<file path="src/rtl/aurora_ddr_wr_pack_pkg.sv">
// Shared sizing helpers for the Aurora RX -> DDR write packer.
// Optional flush support is selected with the PACKER_FLUSH_EN macro.
package aurora_ddr_wr_pack_pkg;

  // Number of input lanes per DDR word.
  function automatic int ratio_f(input int in_w, input int out_w);
    return out_w / in_w;
  endfunction

  // Lane counter width.
  function automatic int cnt_w_f(input int ratio);
    return $clog2(ratio);
  endfunction

  // FIFO level / pointer width (extra msb distinguishes full from empty).
  function automatic int lvl_w_f(input int depth);
    return $clog2(depth) + 1;
  endfunction

  localparam int KEEP_MAX = 64;

  // Low 'lanes' bits set; callers truncate to RATIO bits.
  function automatic logic [KEEP_MAX-1:0] keep_mask(input int lanes);
    return (lanes >= KEEP_MAX) ? '1 : ((KEEP_MAX'(1) << lanes) - KEEP_MAX'(1));
  endfunction

endpackage

</file>
<file path="src/rtl/aurora_ddr_wr_pack_fifo.sv">
// Synchronous first-word-fall-through FIFO with synchronous clear.
// Pointers carry one extra msb so full and empty are distinguishable.
module aurora_ddr_wr_pack_fifo #(
  parameter int W     = 512,
  parameter int DEPTH = 4
) (
  input  logic                     clk,
  input  logic                     rst_n,
  input  logic                     clr,
  input  logic                     push,
  input  logic [W-1:0]             din,
  input  logic                     pop,
  output logic [W-1:0]             dout,
  output logic                     empty,
  output logic                     full,
  output logic [$clog2(DEPTH):0]   level
);
  localparam int AW = $clog2(DEPTH);

  logic [W-1:0] mem [DEPTH];
  logic [AW:0]  wr_ptr, rd_ptr;

  assign level = wr_ptr - rd_ptr;
  assign empty = (level == '0);
  assign full  = (level == (AW+1)'(DEPTH));
  assign dout  = mem[rd_ptr[AW-1:0]];

  // Storage array; contents are don't-care until written.
  always_ff @(posedge clk) begin
    if (push) mem[wr_ptr[AW-1:0]] <= din;
  end

  // Pointer update; clear empties the FIFO regardless of push/pop.
  always_ff @(posedge clk or negedge rst_n) begin
    if (!rst_n) begin
      wr_ptr <= '0;
      rd_ptr <= '0;
    end else if (clr) begin
      wr_ptr <= '0;
      rd_ptr <= '0;
    end else begin
      if (push) wr_ptr <= wr_ptr + 1'b1;
      if (pop)  rd_ptr <= rd_ptr + 1'b1;
    end
  end

endmodule

</file>
<file path="src/rtl/aurora_ddr_wr_packer.sv">
// Packs IN_W-bit Aurora RX beats into OUT_W-bit DDR write words (lane 0 = LSB)
// and queues them in a DEPTH-word FWFT FIFO behind a valid/ready interface.
// Define PACKER_FLUSH_EN to add flush_i (emit partial word) and ddr_wr_keep_o.
module aurora_ddr_wr_packer
  import aurora_ddr_wr_pack_pkg::*;
#(
  parameter int IN_W  = 64,
  parameter int OUT_W = 512,
  parameter int DEPTH = 4
) (
  input  logic                     aurora_log_clk,
  input  logic                     aurora_rst_n,
  input  logic                     clear_i,
  input  logic                     rx_en_i,
  input  logic [IN_W-1:0]          rx_data_i,
  output logic                     ddr_wr_en_o,
  output logic [OUT_W-1:0]         ddr_wr_data_o,
  input  logic                     ddr_wr_rdy_i,
  output logic [$clog2(DEPTH):0]   fifo_level_o,
`ifdef PACKER_FLUSH_EN
  input  logic                     flush_i,
  output logic [OUT_W/IN_W-1:0]    ddr_wr_keep_o,
`endif
  output logic [31:0]              overflow_cnt_o
);
  localparam int RATIO = ratio_f(IN_W, OUT_W);
  localparam int CNT_W = cnt_w_f(RATIO);
  localparam int LVL_W = lvl_w_f(DEPTH);
`ifdef PACKER_FLUSH_EN
  localparam int FW    = OUT_W + RATIO;
`else
  localparam int FW    = OUT_W;
`endif

  logic [RATIO-1:0][IN_W-1:0] asm_q;
  logic [RATIO-1:0][IN_W-1:0] word;
  logic [CNT_W-1:0]           pack_cnt;
  logic [CNT_W:0]             lanes;
  logic                       beat_last, push_req, push, pop;
  logic                       f_empty, f_full;
  logic [FW-1:0]              f_din, f_dout;
  logic [LVL_W-1:0]           f_level;

  // Lanes filled once this cycle's beat (if any) is included.
  assign lanes     = {1'b0, pack_cnt} + (CNT_W+1)'(rx_en_i);
  assign beat_last = rx_en_i && (pack_cnt == CNT_W'(RATIO-1));

`ifdef PACKER_FLUSH_EN
  assign push_req = !clear_i && (beat_last || (flush_i && (lanes != '0)));
`else
  assign push_req = !clear_i && beat_last;
`endif

  // Outgoing word: the current beat lands in lane pack_cnt, earlier lanes come
  // from the assembly register, later lanes are zero (matters for flush).
  for (genvar k = 0; k < RATIO; k++) begin : g_lane
    assign word[k] = (rx_en_i && (pack_cnt == CNT_W'(k))) ? rx_data_i :
                     ((CNT_W'(k) < pack_cnt) ? asm_q[k] : '0);
  end

  // Pop checked first, so a full FIFO popped this cycle still takes the push.
  assign pop  = !f_empty && ddr_wr_rdy_i;
  assign push = push_req && (!f_full || pop);

`ifdef PACKER_FLUSH_EN
  assign f_din = {RATIO'(keep_mask(int'(lanes))), word};
`else
  assign f_din = word;
`endif

  aurora_ddr_wr_pack_fifo #(.W(FW), .DEPTH(DEPTH)) u_fifo (
    .clk   (aurora_log_clk),
    .rst_n (aurora_rst_n),
    .clr   (clear_i),
    .push  (push),
    .din   (f_din),
    .pop   (pop),
    .dout  (f_dout),
    .empty (f_empty),
    .full  (f_full),
    .level (f_level)
  );

  // Outputs read zero whenever nothing is queued.
  assign ddr_wr_en_o   = !f_empty;
  assign ddr_wr_data_o = f_empty ? '0 : f_dout[OUT_W-1:0];
  assign fifo_level_o  = f_level;
`ifdef PACKER_FLUSH_EN
  assign ddr_wr_keep_o = f_empty ? '0 : f_dout[FW-1:OUT_W];
`endif

  // Capture each beat into its lane of the assembly register.
  always_ff @(posedge aurora_log_clk or negedge aurora_rst_n) begin
    if (!aurora_rst_n)              asm_q <= '0;
    else if (rx_en_i && !clear_i)   asm_q[pack_cnt] <= rx_data_i;
  end

  // Lane counter: restarts on clear and after any push attempt (full or flushed).
  always_ff @(posedge aurora_log_clk or negedge aurora_rst_n) begin
    if (!aurora_rst_n)   pack_cnt <= '0;
    else if (clear_i)    pack_cnt <= '0;
    else if (push_req)   pack_cnt <= '0;
    else if (rx_en_i)    pack_cnt <= pack_cnt + 1'b1;
  end

  // Saturating count of completed words dropped on a full FIFO.
  always_ff @(posedge aurora_log_clk or negedge aurora_rst_n) begin
    if (!aurora_rst_n)                                      overflow_cnt_o <= '0;
    else if (clear_i)                                       overflow_cnt_o <= '0;
    else if (push_req && !push && (overflow_cnt_o != '1))   overflow_cnt_o <= overflow_cnt_o + 1'b1;
  end

endmodule

</file>
<file path="config.mk">
export PLATFORM = sky130hd
export DESIGN_NAME = aurora_ddr_wr_packer
export DESIGN_NICKNAME = d
export VERILOG_FILES = /design/src/rtl/aurora_ddr_wr_pack_pkg.sv /design/src/rtl/aurora_ddr_wr_pack_fifo.sv /design/src/rtl/aurora_ddr_wr_packer.sv
export SDC_FILE = /design/constraint.sdc
export NUM_CORES = 2
export LEC_CHECK = 0
export BUFFER_PORTS_ARGS = -buffer_cell sky130_fd_sc_hd__buf_2
export CAP_MARGIN = 10
export CORE_ASPECT_RATIO = 0.5
export CORE_MARGIN = 1
export CORE_UTILIZATION = 60
export CTS_CLUSTER_SIZE = 16
export DETAILED_ROUTE_END_ITERATION = 8
export PLACE_DENSITY = 0.78
export SLEW_MARGIN = 20
export SYNTH_ARGS = -nofsm -noshare
export SYNTH_HDL_FRONTEND = slang
export SYNTH_SLANG_ARGS = --single-unit
export TNS_END_PERCENT = 5
</file>
<file path="constraint.sdc">
create_clock -name aurora_log_clk -period 33.2 [get_ports aurora_log_clk]
set_clock_uncertainty 0.15 [all_clocks]
set_input_delay 1.66 -clock aurora_log_clk [delete_from_list [all_inputs] [get_ports aurora_log_clk]]
set_output_delay 1.66 -clock aurora_log_clk [all_outputs]
set_load 0.05 [all_outputs]
</file>
==> impl_metrics.sql <==
INSERT INTO impl_metrics (metric_group, metric, value, unit) VALUES
('cells_and_area', 'utilization_after_layout', '67.8', '%'),
('detailed_routing', 'totalWireLength', '246', 'mm'),
('yosys', 'yosys.area_share.simple', '4.81', '%'),
('clock_network', 'cts_root_buf', 'sky130_fd_sc_hd__clkbuf_16', ''),
('clock_network', 'hold_buffers', '0', ''),
('grt', 'first_global_vias', '55100', ''),
('floorplanning', 'effective_utilization_at_floorplan', '60.4', '%'),
('detailed_routing', 'drt-initial-drc-count', '5307', ''),
('critical_path', 'regToRegEndpoint', 'u_fifo.mem[2][341]$_DFFE_PP_', ''),
('sta', 'minimum_clock_period_after_layout', '7140', 'ps'),
('power_and_ir_drop', 'p_per_area', '73.1', 'nW/µm²'),
('sta', 'final_hold_viol_count', '0', ''),
('yosys', 'post_synth_xor_area_fraction', '0.0668', '%'),
('power_and_ir_drop', 'finalPower', '8.29', 'mW'),
('detailed_routing', 'drt_first_pass_iters', '7', ''),
('floorplanning', 'core_area', '167000', 'µm²'),
('clock_network', 'clock_pin_slew_reported_for_the_worst_setup_and_hold_paths_after_clock_tree_synthesis', '70', 'ps'),
('yosys', 'number_of_flops_mapped_to_enable_cells_by_yosys', '2048', ''),
('yosys', 'portion_of_netlist_area_occupied_by_mux_cells', '16.4', '%'),
('cells_and_area', 'nets', '5877', ''),
('clock_network', 'htree_num_levels', '4', ''),
('hold_path', 'holdCritStartpoint', 'asm_q[145]$_DFFE_PN0P_', ''),
('placement', 'dp_hpwl', '140', 'mm'),
('status', 'violations_in_the_final_reports', 'DRC', ''),
('yosys', 'synth_fa_ha_area_share', '0.156', '%'),
('detailed_routing', 'via_per_inst', '6.47', ''),
('yosys', 'synth.cell_area', '101000', 'µm²'),
('clock_network', 'clkSinkCount', '2537', ''),
('grt', 'grt_start_max_net_pins', '144', ''),
('yosys', 'synthDistinctLibCells', '51', ''),
('yosys', 'postSynth.topFlopCell', 'sky130_fd_sc_hd__edfxtp_1', ''),
('yosys', 'synth_compound_area_share', '4.03', '%'),
('power_and_ir_drop', 'peak_vdd_ir', '60.5', 'µV'),
('critical_path', 'reg2reg_slack', '27000', 'ps'),
('yosys', 'post_synth_inst_count', '5284', ''),
('hold_path', 'hold_end', 'asm_q[145]$_DFFE_PN0P_', ''),
('floorplanning', 'rows', '106', ''),
('critical_path', 'worstPathRequired', '31390', 'ps'),
('detailed_routing', 'dr_drc_count', '2', ''),
('sta', 'timing.final.crit_share', '21.5', '%'),
('clock_network', 'cts_inserted_buffers', '214', ''),
('clock_network', 'postCtsSetupBuffers', '0', ''),
('detailed_routing', 'vias', '53400', ''),
('yosys', 'yosysWarningCount', '0', ''),
('yosys', 'synth-async-reset-ratio', '19.3', '%'),
('yosys', 'syn-mean-instance-area', '19.1', 'µm²'),
('yosys', 'synthesis.nets', '5365', ''),
('sta', 'finalMaxSlewViolations', '0', ''),
('cells_and_area', 'postLayoutCellArea', '113000', 'µm²'),
('sta', 'worst_slew_margin_rel', '22.0', '%'),
('clock_network', 'cts_tree', 'yes', ''),
('placement', 'gp_congestion', '0.796', ''),
('yosys', 'ys_ff_latch', '2537', ''),
('critical_path', 'ff2ff_path_depth', '8', ''),
('floorplanning', 'num_io_pins', '617', ''),
('detailed_routing', 'antenna_violating_nets_post_route', '0', ''),
('critical_path', 'worstPathMaxFanout', '48', ''),
('sta', 'fmax', '0.140', 'GHz'),
('sta', 'final.hold.worst_slack', '356', 'ps'),
('sta', 'fin_tns_setup', '0', 'ps'),
('grt', 'global_route.usage.total', '28.8', '%'),
('cells_and_area', 'layout-drive-gt1-share', '33.8', '%'),
('yosys', 'synth.top_cells.by_area', 'sky130_fd_sc_hd__edfxtp_1, sky130_fd_sc_hd__dfrtp_1, sky130_fd_sc_hd__mux4_2', ''),
('yosys', 'yosysTopAreaCellShare', '60.8', '%'),
('floorplanning', 'total_die_area', '170000', 'µm²'),
('clock_network', 'clock_path_buffers', '4', ''),
('critical_path', 'timing.critical_path.to_type', 'primary output', ''),
('critical_path', 'timing_worst_setup_path_type', 'register to primary output', ''),
('yosys', 'yosys_top_cell_by_area', 'sky130_fd_sc_hd__edfxtp_1', ''),
('status', 'run_status', 'finished, violations left', ''),
('grt', 'grt_overflow', '0', '');
-- kinds of logic after synthesis --
logic type | Yosys count
AO/OA/AOI/OAI | 515
AND/OR/NAND/NOR | 836
flip-flops | 2537
adder cells (fa/ha/maj) | 12
multiplexers | 963
XOR/XNOR | 6
buffers and inverters | 415
-- power breakdown --
group / internal (mW) / total [mW] / switching (mW) / leakage [nW]
Combinational: 0.636 / 2.16 / 1.53 / 12.4
Sequential: 3.52 / 3.58 / 0.0614 / 26.4
Clock: 1.43 / 2.55 / 1.12 / 3.46
Total: 5.58 / 8.29 / 2.71 / 42.3
-- cell usage in the layout (no fill, tap or decap), types with 67 or more instances in the layout --
master / instances
sky130_fd_sc_hd__mux4_2: 512
sky130_fd_sc_hd__edfxtp_1: 2048
sky130_fd_sc_hd__and2_1: 514
sky130_fd_sc_hd__o21ai_0: 81
sky130_fd_sc_hd__buf_4: 76
sky130_fd_sc_hd__dfrtp_1: 486
sky130_fd_sc_hd__clkbuf_16: 219
sky130_fd_sc_hd__a22o_1: 384
sky130_fd_sc_hd__mux2_2: 448
sky130_fd_sc_hd__and3_1: 67
sky130_fd_sc_hd__nand2_1: 149
sky130_fd_sc_hd__buf_2: 614
-- state kept, by name (all words and copies together), names as in the netlist --
signal          cells
u_fifo.rd_ptr       3
u_fifo.mem       2048
asm_q             448
pack_cnt            3
u_fifo.wr_ptr       3
overflow_cnt_o     32
-- worst max-delay path: stages, from the launching register on --
cell and delay, ps:
sky130_fd_sc_hd__dfrtp_4 920, sky130_fd_sc_hd__buf_4 700, sky130_fd_sc_hd__buf_4 800, sky130_fd_sc_hd__buf_4 860
sky130_fd_sc_hd__mux4_2 600, sky130_fd_sc_hd__and2_1 200, sky130_fd_sc_hd__buf_2 220
-- cells in the mapped netlist (3+ instances only) --
master / instances
sky130_fd_sc_hd__a21oi_1: 30
sky130_fd_sc_hd__or4_2: 3
sky130_fd_sc_hd__and4_1: 9
sky130_fd_sc_hd__and3_1: 69
sky130_fd_sc_hd__mux2_2: 448
sky130_fd_sc_hd__nand4_1: 7
sky130_fd_sc_hd__dfrtp_1: 489
sky130_fd_sc_hd__o21ai_0: 81
sky130_fd_sc_hd__nor2_1: 18
sky130_fd_sc_hd__a22o_1: 384
sky130_fd_sc_hd__or4_1: 7
sky130_fd_sc_hd__inv_1: 11
sky130_fd_sc_hd__nand2_1: 149
sky130_fd_sc_hd__clkbuf_1: 352
sky130_fd_sc_hd__mux4_2: 512
sky130_fd_sc_hd__or3_1: 16
sky130_fd_sc_hd__xor2_1: 4
sky130_fd_sc_hd__nor3_1: 5
sky130_fd_sc_hd__ha_1: 11
sky130_fd_sc_hd__o31ai_1: 12
sky130_fd_sc_hd__buf_1: 48
sky130_fd_sc_hd__edfxtp_1: 2048
sky130_fd_sc_hd__nand3_1: 18
sky130_fd_sc_hd__and2_1: 520
sky130_fd_sc_hd__mux2i_1: 3
-- metrics by stage --
stage | setup WS [ps] | instances
6_report | 26060 | 8243
5_1_grt | 25580 | 8240
3_3_place_gp | 26690 | 7847
4_1_cts | 25850 | 8239
3_5_place_dp | 26630 | 7847
2_1_floorplan | 18070 | 5284
-- cell type report --
class,count,area [µm²]
diodes,3,7.51
clock buffers,309,6160
clock inverters,83,871
fillers,10500,53800
inverters,11,41.3
multi-input cells,2332,25900
flip-flops and latches,2537,73700
well taps,2268,2840
repair buffers,700,3850
-- worst max path at each step --
stage               slack (ps)                         start  depth (start not counted)                            to
detailed placement       26630                       clear_i                          8  u_fifo.mem[2][273]$_DFFE_PP_
floorplan                18070                       clear_i                          5  u_fifo.wr_ptr[2]$_DFFE_PN0P_
CTS                      25850  u_fifo.rd_ptr[0]$_DFFE_PN0P_                          6            ddr_wr_data_o[111]
global placement         26690                       clear_i                          8  u_fifo.mem[2][143]$_DFFE_PP_
global route             25580  u_fifo.rd_ptr[0]$_DFFE_PN0P_                          6            ddr_wr_data_o[489]
finish                   26060  u_fifo.rd_ptr[0]$_DFFE_PN0P_                          6            ddr_wr_data_o[232]
-- routing by layer --
layer,share of wire (%),track usage (%),vias up
met5,0,0,-
met4,3.8,10.5,0
met1,38,39.1,28500
met3,7.6,4.90,457
li1,-,-,22000
met2,50,47.9,2436
Note: power is estimated with default switching activity, not from simulation.
